File: config.mk
export PLATFORM = sky130hd
export DESIGN_NAME = fetch_stage
export DESIGN_NICKNAME = d
export VERILOG_FILES = /design/src/rtl/fetch_stage.sv
export SDC_FILE = /design/constraint.sdc
export NUM_CORES = 1
export LEC_CHECK = 0
export ABC_AREA = 1
export CAP_MARGIN = 25
export CORE_ASPECT_RATIO = 0.75
export CORE_MARGIN = 2
export CORE_UTILIZATION = 26
export DETAILED_ROUTE_END_ITERATION = 10
export HOLD_SLACK_MARGIN = 0.12
export SETUP_SLACK_MARGIN = 0.3
export SKIP_CTS_REPAIR_TIMING = 1
export SYNTH_ARGS = -nofsm -noshare
export SYNTH_HDL_FRONTEND = slang
export SYNTH_SLANG_ARGS = --single-unit
File: constraint.sdc
create_clock -name clk -period 5.4 [get_ports clk]
set_input_delay 1.35 -clock clk [delete_from_list [all_inputs] [get_ports clk]]
set_output_delay 1.35 -clock clk [all_outputs]
set_load 0.005 [all_outputs]
File: src/rtl/fetch_stage.sv
// Instruction fetch front end: PC, credit-limited imem requests, in-order response buffer, branch redirect.
// Request->if_valid is 2+ cycles; requests stall once in-flight plus buffered words reach FIFO_DEPTH.
module fetch_stage #(
  parameter logic [31:0] RESET_PC   = 32'h0000_0000,
  parameter int          FIFO_DEPTH = 2
) (
  input  logic        clk,
  input  logic        rst,
  input  logic        branch_taken_ex,
  input  logic [31:0] calculated_adr,
  input  logic        dec_ready,
  output logic        imem_req_valid,
  input  logic        imem_req_ready,
  output logic [31:0] imem_addr,
  input  logic        imem_rsp_valid,
  input  logic [31:0] imem_rsp_data,
  output logic        if_valid,
  output logic [31:0] instruction,
  output logic [31:0] pc_if,
  output logic [31:0] pc_plus_4_if
);

  localparam int CW = $clog2(FIFO_DEPTH + 1);
  localparam int AW = $clog2(FIFO_DEPTH);
  localparam logic [CW:0] DEPTH_W = FIFO_DEPTH[CW:0];

  typedef struct packed {
    logic [31:0] word;
    logic [31:0] pc;
  } ifq_t;

  logic [31:0]   fetch_pc;
  logic [31:0]   resp_pc;
  logic [CW-1:0] outstanding;
  logic [CW-1:0] drop_cnt;
  logic [CW-1:0] count;
  logic [CW:0]   credit_used;
  logic [AW-1:0] wr_ptr;
  logic [AW-1:0] rd_ptr;
  ifq_t          fifo_mem [FIFO_DEPTH];
  ifq_t          head_dat;
  ifq_t          push_dat;
  logic [31:0]   target;
  logic          req_fire;
  logic          rsp_acc;
  logic          do_push;
  logic          do_pop;

  assign target      = calculated_adr & 32'hFFFF_FFFC;
  assign credit_used = {1'b0, outstanding} + {1'b0, count};

  // Buffered words count against the credit so every accepted response has a free slot.
  assign imem_req_valid = rst && !branch_taken_ex && (credit_used < DEPTH_W);
  assign imem_addr      = fetch_pc;

  assign req_fire = imem_req_valid && imem_req_ready;
  assign rsp_acc  = imem_rsp_valid && (outstanding != '0);
  assign do_push  = rsp_acc && (drop_cnt == '0) && !branch_taken_ex;
  assign do_pop   = if_valid && dec_ready && !branch_taken_ex;
  assign push_dat = '{word: imem_rsp_data, pc: resp_pc};

  always_ff @(posedge clk or negedge rst) begin
    if (!rst) begin
      fetch_pc    <= RESET_PC;
      resp_pc     <= RESET_PC;
      outstanding <= '0;
      drop_cnt    <= '0;
    end else begin
      outstanding <= outstanding + CW'(req_fire) - CW'(rsp_acc);
      if (branch_taken_ex) begin
        fetch_pc <= target;
        resp_pc  <= target;
        // Everything still in flight belongs to the old path and must be discarded on return.
        drop_cnt <= outstanding - CW'(rsp_acc);
      end else begin
        if (req_fire) fetch_pc <= fetch_pc + 32'd4;
        if (do_push) resp_pc <= resp_pc + 32'd4;
        else if (rsp_acc) drop_cnt <= drop_cnt - CW'(1);
      end
    end
  end

  always_ff @(posedge clk or negedge rst) begin
    if (!rst) begin
      wr_ptr <= '0;
      rd_ptr <= '0;
      count  <= '0;
    end else if (branch_taken_ex) begin
      wr_ptr <= '0;
      rd_ptr <= '0;
      count  <= '0;
    end else begin
      if (do_push) wr_ptr <= wr_ptr + AW'(1);
      if (do_pop) rd_ptr <= rd_ptr + AW'(1);
      count <= count + CW'(do_push) - CW'(do_pop);
    end
  end

  always_ff @(posedge clk) begin
    if (do_push) fifo_mem[wr_ptr] <= push_dat;
  end

  assign head_dat     = fifo_mem[rd_ptr];
  assign if_valid     = (count != '0);
  assign instruction  = if_valid ? head_dat.word : 32'h0000_0013;
  assign pc_if        = if_valid ? head_dat.pc : 32'h0;
  assign pc_plus_4_if = if_valid ? (head_dat.pc + 32'd4) : 32'h0;

endmodule

# Word-level counts from Yosys, hierarchy flattened
# Memory sizes are Yosys's and may differ from the RTL's.
# Index checks and enable logic that the tools add are counted.
dict set report op_classes {
  n_addsub 12
  n_mux 17
  reduce_logical 17
  eq_ne 1
  magnitude_cmp 1
}
# cell count
set op_table {}
lappend op_table {{2-to-1 mux 32 bit} 7}
lappend op_table {{adder 32 x 3 -> 32 bit (second input constant)} 3}
lappend op_table {{nonzero test 2 bit} 6}
lappend op_table {{logical AND 1 bit} 8}
lappend op_table {{2-to-1 mux 2 bit} 4}
lappend op_table {{2-to-1 mux 1 bit} 6}
lappend op_table {{subtractor 2 x 1 -> 2 bit} 3}
lappend op_table {{adder 2 x 1 -> 2 bit} 2}
lappend op_table {{adder 2 x 2 -> 3 bit} 1}
lappend op_table {{less-than comparator 3 x 2 -> 1 bit (second input constant)} 1}
lappend op_table {{adder 1 bit (second input constant)} 2}
lappend op_table {{zero test 2 bit} 1}
lappend op_table {{!= test 2 bit (second input constant)} 1}
lappend op_table {{AND reduction 2 bit} 1}
lappend op_table {{subtractor 2 x 1 -> 2 bit (second input constant)} 1}
lappend op_table {{zero test 1 bit} 1}
dict set report totals {
  n_memories 1
  ff_bits 72
  output_inout_bits 130
  word_cells 56
  ram_bits 128
  input_bits 70
}
# memory depth word_bits rd rd_clocked_by_memory_dff wr line_no
set mem_list {}
lappend mem_list {fifo_mem 2 64 1 0 1 40} ;# ifq_t fifo_mem [FIFO_DEPTH];

# Logic depth before layout (Yosys ltp)
# Gate-level depths: netlist (run 1).
dict set report depth {
  depth_word 7
  depth_mapped 14
  ltp_nobuf 13
}

# Worst setup path after synthesis (run 1)
# OpenSTA, ideal clock, no wires.
dict set report synth_timing {
  kind {input to register}
  start {in imem_rsp_valid}
  end {mem fifo_mem[0][10] in the netlist's numbering, enable pin}
  slack_ns 0.411
  required_time_ns 4.916
  setup_ns 0.484
  cell_stages 4
  path_buffers 0
  t_arrival_ns 4.506
  cell_sequence {o21ai_1 -> nor2_1 -> nand2_2 -> nor2_1}
}
dict set report synth_via {
  elab_chain_cells 5
}
# item line_no
set synth_lines {}
lappend synth_lines {{start, declared} 15} ;# input logic imem_rsp_valid,
lappend synth_lines {{logical AND 1 bit} 57} ;# assign rsp_acc = imem_rsp_valid && (outstanding != '0);
lappend synth_lines {{logical AND 1 bit (2 in a row)} 58} ;# assign do_push = rsp_acc && (drop_cnt == '0) && !branch_taken_ex;
lappend synth_lines {{2-to-1 mux 1 bit} 100} ;# if (do_push) fifo_mem[wr_ptr] <= push_dat;
lappend synth_lines {{2-to-1 mux 1 bit (not written as such)} 100}
lappend synth_lines {{end, declared} 40}
# Every way passes these cells.

# Final worst setup path (run 1)
dict set report layout_timing {
  start {reg rd_ptr}
  end {out pc_plus_4_if[16]}
}
dict set report layout_via {
  elab_chain_cells 3
}
# item line_no
set layout_lines {}
lappend layout_lines {{start, declared} 39} ;# logic [AW-1:0] rd_ptr;
lappend layout_lines {{start signal, assigned} 94} ;# if (do_pop) rd_ptr <= rd_ptr + AW'(1);
lappend layout_lines {{memory read (2 x 64 bit)} --}
lappend layout_lines {{adder 32 x 3 -> 32 bit} 107} ;# assign pc_plus_4_if = if_valid ? (head_dat.pc + 32'd4) : 32'h0;
lappend layout_lines {{2-to-1 mux 32 bit} 107}
lappend layout_lines {{end, declared} 20} ;# output logic [31:0] pc_plus_4_if
# Every way passes these cells.

==> summary.md, run 1 <==
| Metric | Value |
|---|---|
| Critical Path RT | `between 4 and 5 ns` |
| Core Rows | `63` |
| Drt total wl | `between 30 and 40 mm` |
| Fin cells | `1965` |
| Critical path arrival | `3.37 ns` |
| I/O Pins | `200` |
| Total placed cells including tap cells | `just under 2000` |
| Setup ws final | `0.6818 ns` |
| Core area | `around 39000 µm²` |
| Port bufs | `191` |
| Post-DRT Antenna Nets | `0` |
| Synth Flop Type | `edfxtp_1` |
| Switching Fraction | `around a third` |
| Drt initial violations | `between 600 and 700` |
| Critical path peak fanout | `64` |
| Power per cell area | `350.4 nW/µm²` |
| Die ar. | `41330 µm²` |
| Initial Util | `roughly a quarter` |
| CTS HTree Levels | `4` |
| Vias per inst | `roughly 4.6` |
| Mean post-synth cell area | `roughly 8.2 µm²` |
| Area delta synth->final | `29.27%` |
| Setup crit end kind | `output port` |
| Max Freq | `between 0.2 and 0.25 GHz` |
| Vias in the first global route | `between 8000 and 9000` |
| Number of max-cap violations | `0` |
| Number of setup violations in the final report | `0` |
| Proportion of synthesized chip area in sequential cells | `52.56%` |
| Antenna Cells | `0` |
| Gpl congestion | `around 0.9` |
| Gr usage total | `between 10% and 20%` |
| Global-route wire length before repair | `between 40 and 50 mm` |
| Worst slew pin tran | `between 0.8 and 0.9 ns` |
| Grt ovf | `0` |
| Comb power frac | `a little under a third` |
| Seq pwr share | `a little over two fifths` |
| Final #Nets | `between 1500 and 2000` |
| Share of layout cells above drive strength 1 | `under 10%` |
| Slew headroom | `about two fifths` |
| CTS Root Cell | `clkbuf_16` |
| Post-synth EDFFs | `between 100 and 150` |
| P_leak | `0.005398 µW` |
| Yosys cell types | `39` |
| WL/cell | `15.77 µm` |
| Status | `complete, no violations` |
| Peak VDD IR | `251.2 µV` |
| Die height | `approximately 180 µm` |
| Net Switching | `~1600 µW` |
| Clk slew on worst S/H paths | `0.07 ns` |
| Fin crit period | `between 4 and 5 ns` |
| Final Hold Vio Count | `0` |
| Critical path launch point type | `flip-flop` |
| Setup Skew | `about 0.018 ns` |
| DP HPWL | `22.61 mm` |
| # fillers | `slightly above 4000` |
| CTS buffer count | `17` |
| Initial antenna violation count | `1` |
| Clk Latency, worst-skew pair | `around 0.46 ns` |
| Routed vias | `~9000` |
| Setup_tns | `0 ns` |
| Clk sinks | `roughly 190` |
| Path depth of the worst reg2reg path | `11` |
| Drt pass-1 iters | `8` |
| Die X | `approximately 230 µm` |
| Async SR Flop Fraction | `35.42%` |
| Hold path depth | `0` |
| Crit path kind | `flip-flop to output port` |
| Setup WS pre-CTS | `0.9623 ns` |
| Synthesized area | `around 10000 µm²` |
| Cell count after synthesis | `roughly 1300` |
| CTS tree | `yes` |
| Synthesis-stage register bit count | `roughly 190` |
| Pin count of the biggest net entering global routing | `71` |
| Ys Warns | `0` |
| Pins over their slew limit | `0` |
| Residual DRC count | `0` |
| Tcrit/Tclk final | `between 80 and 90%` |
| Clock power share | `~28%` |
| Max Buffers Root-to-Sink | `2` |
| Tightest Hold Check Type | `flip-flop to flip-flop` |
| Unrepaired setup endpoints after global routing | `false` |
| Internal | `roughly 3000 µW` |
==> Yosys cell counts (2+ instances only) <==
cell        n  area share (%)
buf_2       5            0.24
nand2_2    14            0.85
buf_8       2            0.29
o211ai_1   20             1.5
xnor2_1     7            0.59
nand3_1    77             3.7
dfrtp_1    68              16
nor2_1    126             4.6
nand3_2     3            0.29
o221ai_1    2            0.17
o21ai_1     4            0.19
buf_6       4            0.44
nor3b_1     3            0.22
nand2_1   415              15
nand4_1    18             1.1
nor3_2      2            0.19
inv_1     139             5.1
o21bai_1    8            0.58
buf_4       8            0.58
nor2_4      4            0.44
a21oi_1    58             2.8
nor3_1     10            0.48
nand3b_1    3            0.22
o21ai_0    52             2.5
xor2_1     19             1.6
a31oi_1     3            0.18
edfxtp_1  124              36
nor2_2     12            0.73
ha_1        9             1.1
clkbuf_1   25            0.91
==> path summary, 6_finish.rpt <==
kind / end / startpoint / slack, ns
max: pc_plus_4_if[16] / rd_ptr / 0.68
max in group asynchronous: rd_ptr / rst / 3.47
min in group asynchronous: outstanding[0] / rst / 0.97
min reg2reg: fifo_mem[1][31] / resp_pc[31] / 0.55
max reg2reg: imem_addr[14] / count[0] / 2.29
min: fifo_mem[1][31] / resp_pc[31] / 0.55
==> cells by family after synthesis <==
| group | synth area share [%] |
|---|---|
| and+or+nand+nor | 28.15 |
| DFF | 52.56 |
| buffers and inverters | 7.697 |
| AOI/OAI and AO/OA | 8.073 |
| xor gates and xnor gates | 2.206 |
| adders and majority gates | 1.285 |
| other | 0.03633 |
==> power groups by stage <==
stage | Sequential, µW | Combinational, µW | Clock [µW]
final | 1970 | 1410 | 1290
after global routing | 2000 | 1580 | 1390
after CTS | 1970 | 1430 | 1320
after detailed placement | 2000 | 1420 | 0
after global placement | 1990 | 1400 | 0
after floorplan | 1920 | 790 | 0
==> registers in the layout (all words and copies together), names as in the netlist <==
name / flops
count: 2
imem_addr: 30
fifo_mem: 124
drop_cnt: 2
rd_ptr: 1
wr_ptr: 1
outstanding: 2
resp_pc: 30
==> per-layer routing <==
| layer | vias up | global-route usage (%) | part of all wire (%) |
|---|---|---|---|
| met4 | 2 | 3.481 | 0.80 |
| met1 | 4203 | 22.98 | 50 |
| met2 | 314 | 20.38 | 40 |
| li1 | 4423 | - | - |
| met3 | 18 | 3.634 | 8.8 |
| met5 | - | 0 | 0.042 |
==> layout by cell type, fill, tap and decap left out, drive strengths merged, types with 18 or more instances in the layout <==
cell	n
clkdlybuf4s50	190
o211ai	20
o21ai	57
dfrtp	68
nand4	18
edfxtp	124
a21oi	58
xor2	19
nand2	429
nand3	81
nor2	142
inv	149
==> cell type report <==
cell class / instances / area, µm² / share of cell area [%]
flip-flops and latches: 192 / 5429 / 40.68
clock buffers: 17 / 425.4 / 3.188
clock inverters: 15 / 166.4 / 1.247
inverters: 141 / 541.8 / 4.060
repair buffers: 200 / 1987 / 14.89
multi-input cells: 880 / 4144 / 31.05
well taps: 520 / 650.6 / 4.876
==> metrics by stage <==
stage,total power (µW),utilization [%],hold slack (ns),instance area (µm²)
3_5_place_dp,3417,32.40,0.5252,12740
3_3_place_gp,3390,32.40,0.5185,12740
2_1_floorplan,2706,-,0.4641,10340
6_report,4675,33.93,0.5477,13340
5_1_grt,4963,33.93,0.5738,13340
4_1_cts,4712,33.91,0.5444,13340
==> worst max-delay path, cell delays in order (launching register included) <==
cell	delay, ns
dfrtp_4	0.77
clkinv_8	0.39
nand2_1	0.18
nand2_1	0.12
ha_1	0.23
nand2_1	0.12
nor2_2	0.08
nand3_2	0.13
inv_1	0.09
nand2_1	0.08
nor2_1	0.05
nor2_1	0.13
clkdlybuf4s50_1	0.55
(Power assumes the default switching activity.)
==> inputs of run 2 (changes only) <==
- CTS_CLUSTER_SIZE: not set -> 10
- RECOVER_POWER: not set -> 50
==> run 2 against run 1 <==
Clock power barely moved. Critical path depth did not move. Die area did not move. Flip-flop and latch count did not move. Highest routed layer unchanged. The run now ends with capacitance limit, slew limit left. Utilization fell by 0.073 points. Hold slack got worse by 0.0034 ns. Sequential share of layout area rose by 0.088 points. Global-route usage did not move. Non-clock buffer count did not move. First-iteration DRC count rose by 6.9%.
==> summary.md, run 2 (synthesized netlist as in run 1, its figures left out) <==
| Metric | Value |
|---|---|
| CTS Root Cell | `clkbuf_16 (unchanged)` |
| Drt total wl | `30.95 mm (was 31.00 mm)` |
| CTS HTree Levels | `4 (unchanged)` |
| Die ar. | `41330 µm² (unchanged)` |
| Commonest non-fill, non-tap cell in the layout | `nand2_1 (unchanged)` |
| Tcrit/Tclk final | `87.57% (was 87.37%)` |
| Gpl congestion | `0.8941 (unchanged)` |
| DP HPWL | `22.61 mm (unchanged)` |
| Critical path arrival | `3.38 ns (was 3.37 ns)` |
| Power per cell area | `349.2 nW/µm² (was 350.4 nW/µm²)` |
| Post-DRT Antenna Nets | `0 (unchanged)` |
| Gr usage total | `14.84% (unchanged)` |
| Drt initial violations | `695 (was 650)` |
| Clk Latency, worst-skew pair | `0.45 ns (was 0.46 ns)` |
| Core area | `39330 µm² (unchanged)` |
| Setup_tns | `0 ns (unchanged)` |
| Global-route wire length before repair | `46.74 mm (unchanged)` |
| Setup crit end kind | `output port (unchanged)` |
| Final Hold Vio Count | `0 (unchanged)` |
| Grt ovf | `0 (unchanged)` |
| Setup Skew | `0.01157 ns (was 0.01823 ns)` |
| Pin count of the biggest net entering global routing | `71 (unchanged)` |
| P_leak | `0.005414 µW (was 0.005398 µW)` |
| Initial Util | `26.24% (unchanged)` |
| Die X | `234.1 µm (unchanged)` |
| Violated checks | `capacitance limit, slew limit` |
| WL/cell | `15.75 µm (was 15.77 µm)` |
| Core Rows | `63 (unchanged)` |
| Share of layout cells above drive strength 1 | `5.329% (was 5.813%)` |
| Number of max-cap violations | `1 (was 0)` |
| Die height | `176.6 µm (unchanged)` |
| Largest Register | `fifo_mem (unchanged)` |
| Clk slew on worst S/H paths | `0.07 ns (about the same)` |
| Unrepaired setup endpoints after global routing | `false (unchanged)` |
| Drt pass-1 iters | `5 (was 8)` |
| Number of setup violations in the final report | `0 (unchanged)` |
| CTS buffer count | `17 (unchanged)` |
| Setup ws final | `0.6710 ns (was 0.6818 ns)` |
| Pins over their slew limit | `18 (was 0)` |
| Most frequent cells in the layout | `nand2_1 (416), inv_1 (139), clkdlybuf4s50_1 (127) (was nand2_1 (415), clkdlybuf4s50_1 (190), inv_1 (139))` |
| Tightest Hold Check Type | `flip-flop to flip-flop (unchanged)` |
| Critical path launch point type | `flip-flop (unchanged)` |
| Status | `finished with violations (was complete, no violations)` |
| Post-layout util | `33.85% (was 33.93%)` |
| Critical Path RT | `4.05 ns (about the same)` |
| Critical path peak fanout | `64 (unchanged)` |
| CTS tree | `yes (unchanged)` |
| Setup WS pre-CTS | `0.9623 ns (unchanged)` |
| Port bufs | `191 (unchanged)` |
| Peak VDD IR | `251.8 µV (was 251.2 µV)` |
| Slew headroom | `-4.067% (was 40.45%)` |
| Vias in the first global route | `8147 (unchanged)` |
| Final #Nets | `1512 (unchanged)` |
| Max Freq | `0.2115 GHz (was 0.2119 GHz)` |
| I/O Pins | `200 (unchanged)` |
| Routed vias | `8969 (was 8960)` |
| Crit path kind | `flip-flop to output port (unchanged)` |
| Vias per inst | `4.564 (was 4.560)` |
| Flip-flop count of the largest register after layout | `124 (unchanged)` |
| Worst slew pin tran | `1.555 ns (was 0.8933 ns)` |
| Fin crit period | `4.729 ns (was 4.718 ns)` |
| Initial antenna violation count | `2 (was 1)` |
| Max Buffers Root-to-Sink | `2 (unchanged)` |
| Residual DRC count | `0 (unchanged)` |
| Antenna Cells | `0 (unchanged)` |
| Clk sinks | `192 (unchanged)` |
| Area delta synth->final | `28.99% (was 29.27%)` |
## run 2: changes by cell type in the layout (fill, tap and decap cells not counted)
cell             before  now
buf_2                 1    0
buf_4                 8    3
clkbuf_1              0    5
clkbuf_2              0    1
clkdlybuf4s50_1     190  127
dlygate4sd3_1         0   63
nand2_1             415  416
nand2_2              14   13
nor2_1              123  124
nor2_4                7    6
o21ai_0              52   53
o21ai_1               4    3
## run 2: cell type report
cell class              count  area (µm²)
inverters                 141       541.8
clock inverters            15       166.4
multi-input cells         880        4134
fillers                  4100       26020
clock buffers              17       425.4
flip-flops and latches    192        5429
repair buffers            200        1968
well taps                 520       650.6
## run 2: path summary, 6_finish.rpt
check / from / to / slack, ns / depth (start not counted)
max in group asynchronous: rst / rd_ptr / 1.97 / 3
min in group asynchronous: rst / outstanding[0] / 1.48 / 2
max reg2reg: drop_cnt[0] / fifo_mem[0][32] / 1.88 / 7
min: resp_pc[31] / fifo_mem[0][31] / 0.54 / 0
max: rd_ptr / pc_plus_4_if[16] / 0.67 / 12
min reg2reg: resp_pc[31] / fifo_mem[0][31] / 0.54 / 0
## run 2: metal layers
| layer | track usage [%] | routed length [µm] | vias up |
|---|---|---|---|
| met5 | 0 | 22 | - |
| met4 | 3.481 | 259 | 4 |
| met3 | 3.634 | 2744 | 21 |
| met2 | 20.38 | 12410 | 321 |
| met1 | 22.98 | 15520 | 4207 |
| li1 | - | - | 4416 |
## run 2: stage by stage
stage	hold slack [ns]	total power (µW)	std cells	cell area, µm²
5_1_grt	0.5738	4939	1965	13320
3_5_place_dp	0.5252	3417	1933	12740
4_1_cts	0.5444	4712	1965	13340
3_3_place_gp	0.5185	3390	1933	12740
2_1_floorplan	0.4641	2706	1258	10340
6_report	0.5444	4649	1965	13320
## run 2: worst max-delay path: stages (launching register included)
cell and delay, ns:
dfrtp_4 0.77, clkinv_8 0.39, nand2_1 0.18, nand2_1 0.12, ha_1 0.23, nand2_1 0.12
nor2_2 0.08, nand3_2 0.13, inv_1 0.09, nand2_1 0.08, nor2_1 0.05, nor2_1 0.14
clkdlybuf4s50_1 0.55
## run 2: report_power, final
| part | internal (µW) | switching, µW | total, µW |
|---|---|---|---|
| clock | 661 | 630 | 1290 |
| sequential | 1760 | 204 | 1970 |
| combinational | 588 | 802 | 1390 |
| total | 3010 | 1640 | 4650 |
==> inputs of run 3 (changes only) <==
- clock period: 5.4 -> 4.75 ns (I/O delays scaled with it)
==> run 3 against run 2 <==
The run still ends with capacitance limit, slew limit left. Clock skew up 0.0035 ns. Clock power up 19%. Highest routed layer is now met4. Largest power group unchanged. Total power up 15%. Largest cell class unchanged. Critical path depth down 7. Setup slack worse by 0.11 ns.
==> summary.md, run 3 (synthesized netlist as in run 1, its figures left out) <==
| Metric | Value |
|---|---|
| Share of layout cells above drive strength 1 | `5.862% (was 5.329%)` |
| Clk Latency, worst-skew pair | `0.46 ns (was 0.45 ns)` |
| Crit path kind | `input pin to flip-flop (was flip-flop to output port)` |
| WL/cell | `15.62 µm (was 15.75 µm)` |
| # fillers | `4105 (was 4100)` |
| Residual DRC count | `0 (unchanged)` |
| Slew headroom | `-14.98% (was -4.067%)` |
| Port bufs | `191 (unchanged)` |
| Hold path depth | `0 (unchanged)` |
| Max stage delay on crit path | `1.12 ns (was 0.77 ns)` |
| Critical path launch point type | `input pin (was flip-flop)` |
| Tcrit/Tclk final | `88.10%` |
| Most frequent cells in the layout | `nand2_1 (416), inv_1 (139), clkdlybuf4s50_1 (127) (unchanged)` |
| Violated checks | `capacitance limit, slew limit (unchanged)` |
| Fin Hold WS | `0.5379 ns (was 0.5444 ns)` |
| Core area | `39330 µm² (unchanged)` |
| Drt pass-1 iters | `5 (unchanged)` |
| Clk sinks | `192 (unchanged)` |
| Status | `finished with violations (unchanged)` |
| CTS tree | `yes (unchanged)` |
| WP depth | `5 (was 12)` |
| Multi-input logic area | `4139 µm² (was 4134 µm²)` |
| CTS HTree Levels | `4 (unchanged)` |
| Area delta synth->final | `29.78% (was 28.99%)` |
| Vias per inst | `4.514 (was 4.564)` |
| CTS buffer count | `17 (unchanged)` |
| Final #Nets | `1517 (was 1512)` |
| Routed vias | `8892 (was 8969)` |
| P_leak | `0.005468 µW (was 0.005414 µW)` |
| Power per cell area | `400.1 nW/µm² (was 349.2 nW/µm²)` |
| Die X | `234.1 µm (unchanged)` |
| Critical Path RT | `4.87 ns (was 4.05 ns)` |
| Setup crit end kind | `flip-flop (was output port)` |
| Path depth of the worst reg2reg path | `7 (unchanged)` |
| Tightest Hold Check Type | `flip-flop to flip-flop (unchanged)` |
| Initial Util | `26.24% (unchanged)` |
| Number of setup violations in the final report | `0 (unchanged)` |
| Antenna Cells | `0 (unchanged)` |
| Critical path, cell by cell | `dlygate4sd3_1, inv_1, nand2_1, nor2_1, buf_4 (was clkinv_8, nand2_1, nand2_1, ha_1, nand2_1, nor2_2, nand3_2, inv_1, nand2_1, nor2_1, nor2_1, clkdlybuf4s50_1)` |
| Clk slew on worst S/H paths | `0.08 ns (was 0.07 ns)` |
| Grt ovf | `0 (unchanged)` |
| Peak VDD IR | `268.1 µV (was 251.8 µV)` |
| Die height | `176.6 µm (unchanged)` |
| DP HPWL | `22.85 mm (was 22.61 mm)` |
| CTS Root Cell | `clkbuf_16 (unchanged)` |
| Critical path peak fanout | `23 (was 64)` |
| Gpl congestion | `0.9103 (was 0.8941)` |
| Max Freq | `roughly 0.24 GHz` |
| I/O Pins | `200 (unchanged)` |
| Global-route wire length before repair | `47.22 mm (was 46.74 mm)` |
| Setup ws final | `0.5653 ns (was 0.6710 ns)` |
| Final Hold Vio Count | `0 (unchanged)` |
| Initial antenna violation count | `0 (was 2)` |
| Vias in the first global route | `8347 (was 8147)` |
| Drt initial violations | `803 (was 695)` |
| Number of max-cap violations | `2 (was 1)` |
| Gr usage total | `14.96% (was 14.84%)` |
| Die ar. | `41330 µm² (unchanged)` |
| Unrepaired setup endpoints after global routing | `false (unchanged)` |
| Max Buffers Root-to-Sink | `2 (unchanged)` |
| Slowest cell on crit path | `nor2_1 (was dfrtp_4)` |
| Drt total wl | `30.77 mm (was 30.95 mm)` |
| Setup_tns | `0 ns (unchanged)` |
| Worst slew pin tran | `1.725 ns (was 1.555 ns)` |
| Commonest non-fill, non-tap cell in the layout | `nand2_1 (unchanged)` |
| Flip-flop count of the largest register after layout | `124 (unchanged)` |
| Post-DRT Antenna Nets | `0 (unchanged)` |
| Pins over their slew limit | `100 (was 18)` |
| CP Buf/Inv Count | `3 (unchanged)` |
| Pin count of the biggest net entering global routing | `63 (was 71)` |
| Register Area | `5426 µm² (was 5429 µm²)` |
| Setup WS pre-CTS | `0.8493 ns (was 0.9623 ns)` |
| Post-layout util | `34.06% (was 33.85%)` |
| Critical path arrival | `4.30 ns (was 3.38 ns)` |
| CP top delay family | `buffers and inverters (unchanged)` |
| Core Rows | `63 (unchanged)` |
| Setup Skew | `0.01509 ns (was 0.01157 ns)` |
| Largest Register | `fifo_mem (unchanged)` |
| Fin crit period | `4.185 ns` |
run 3: cell count changes in the layout (fill, tap and decap cells not counted), moves of 2 or more:
cell / change
inv_8: +2
buf_8: +2
buf_4: +5
clkbuf_1: -2
clkinv_8: +2
inv_6: -2
run 3: per-layer routing:
metal  GRT usage [%]  wire length [µm]
met5               0                 0
met4           3.982               296
met3           3.892              2910
met2           21.10             12540
met1           22.35             15020
run 3: area by class of cell:
type | count | share of cell area (%)
sequential | 192 | 40.51
clock buffer | 17 | 3.175
timing repair buffer | 205 | 15.03
clock inverter | 15 | 1.494
tap | 520 | 4.857
inverter | 141 | 4.044
multi-input combinational | 880 | 30.90
run 3: path summary, 6_finish.rpt:
path                                       from              end  slack (ns)
worst max-delay path            branch_taken_ex  fifo_mem[0][26]        0.57
worst min-delay path                 resp_pc[3]   fifo_mem[1][3]        0.54
worst max register to register      drop_cnt[0]  fifo_mem[0][26]        1.35
worst min register to register       resp_pc[3]   fifo_mem[1][3]        0.54
max in group asynchronous                   rst           rd_ptr        1.92
min in group asynchronous                   rst    imem_addr[29]        0.81
run 3: power by group:
group          total, µW  switching [µW]  internal (µW)
Combinational       1610             923            682
Clock               1530             757            773
Sequential          2220             219           2000
Total               5360            1900           3460
run 3: metrics by stage:
stage               total power (µW)  cells  area, µm²
floorplan                       3075   1258      10350
detailed placement              3888   1937      12770
global placement                3857   1937      12770
global route                    5701   1970      13400
CTS                             5427   1969      13400
finish                          5360   1970      13400
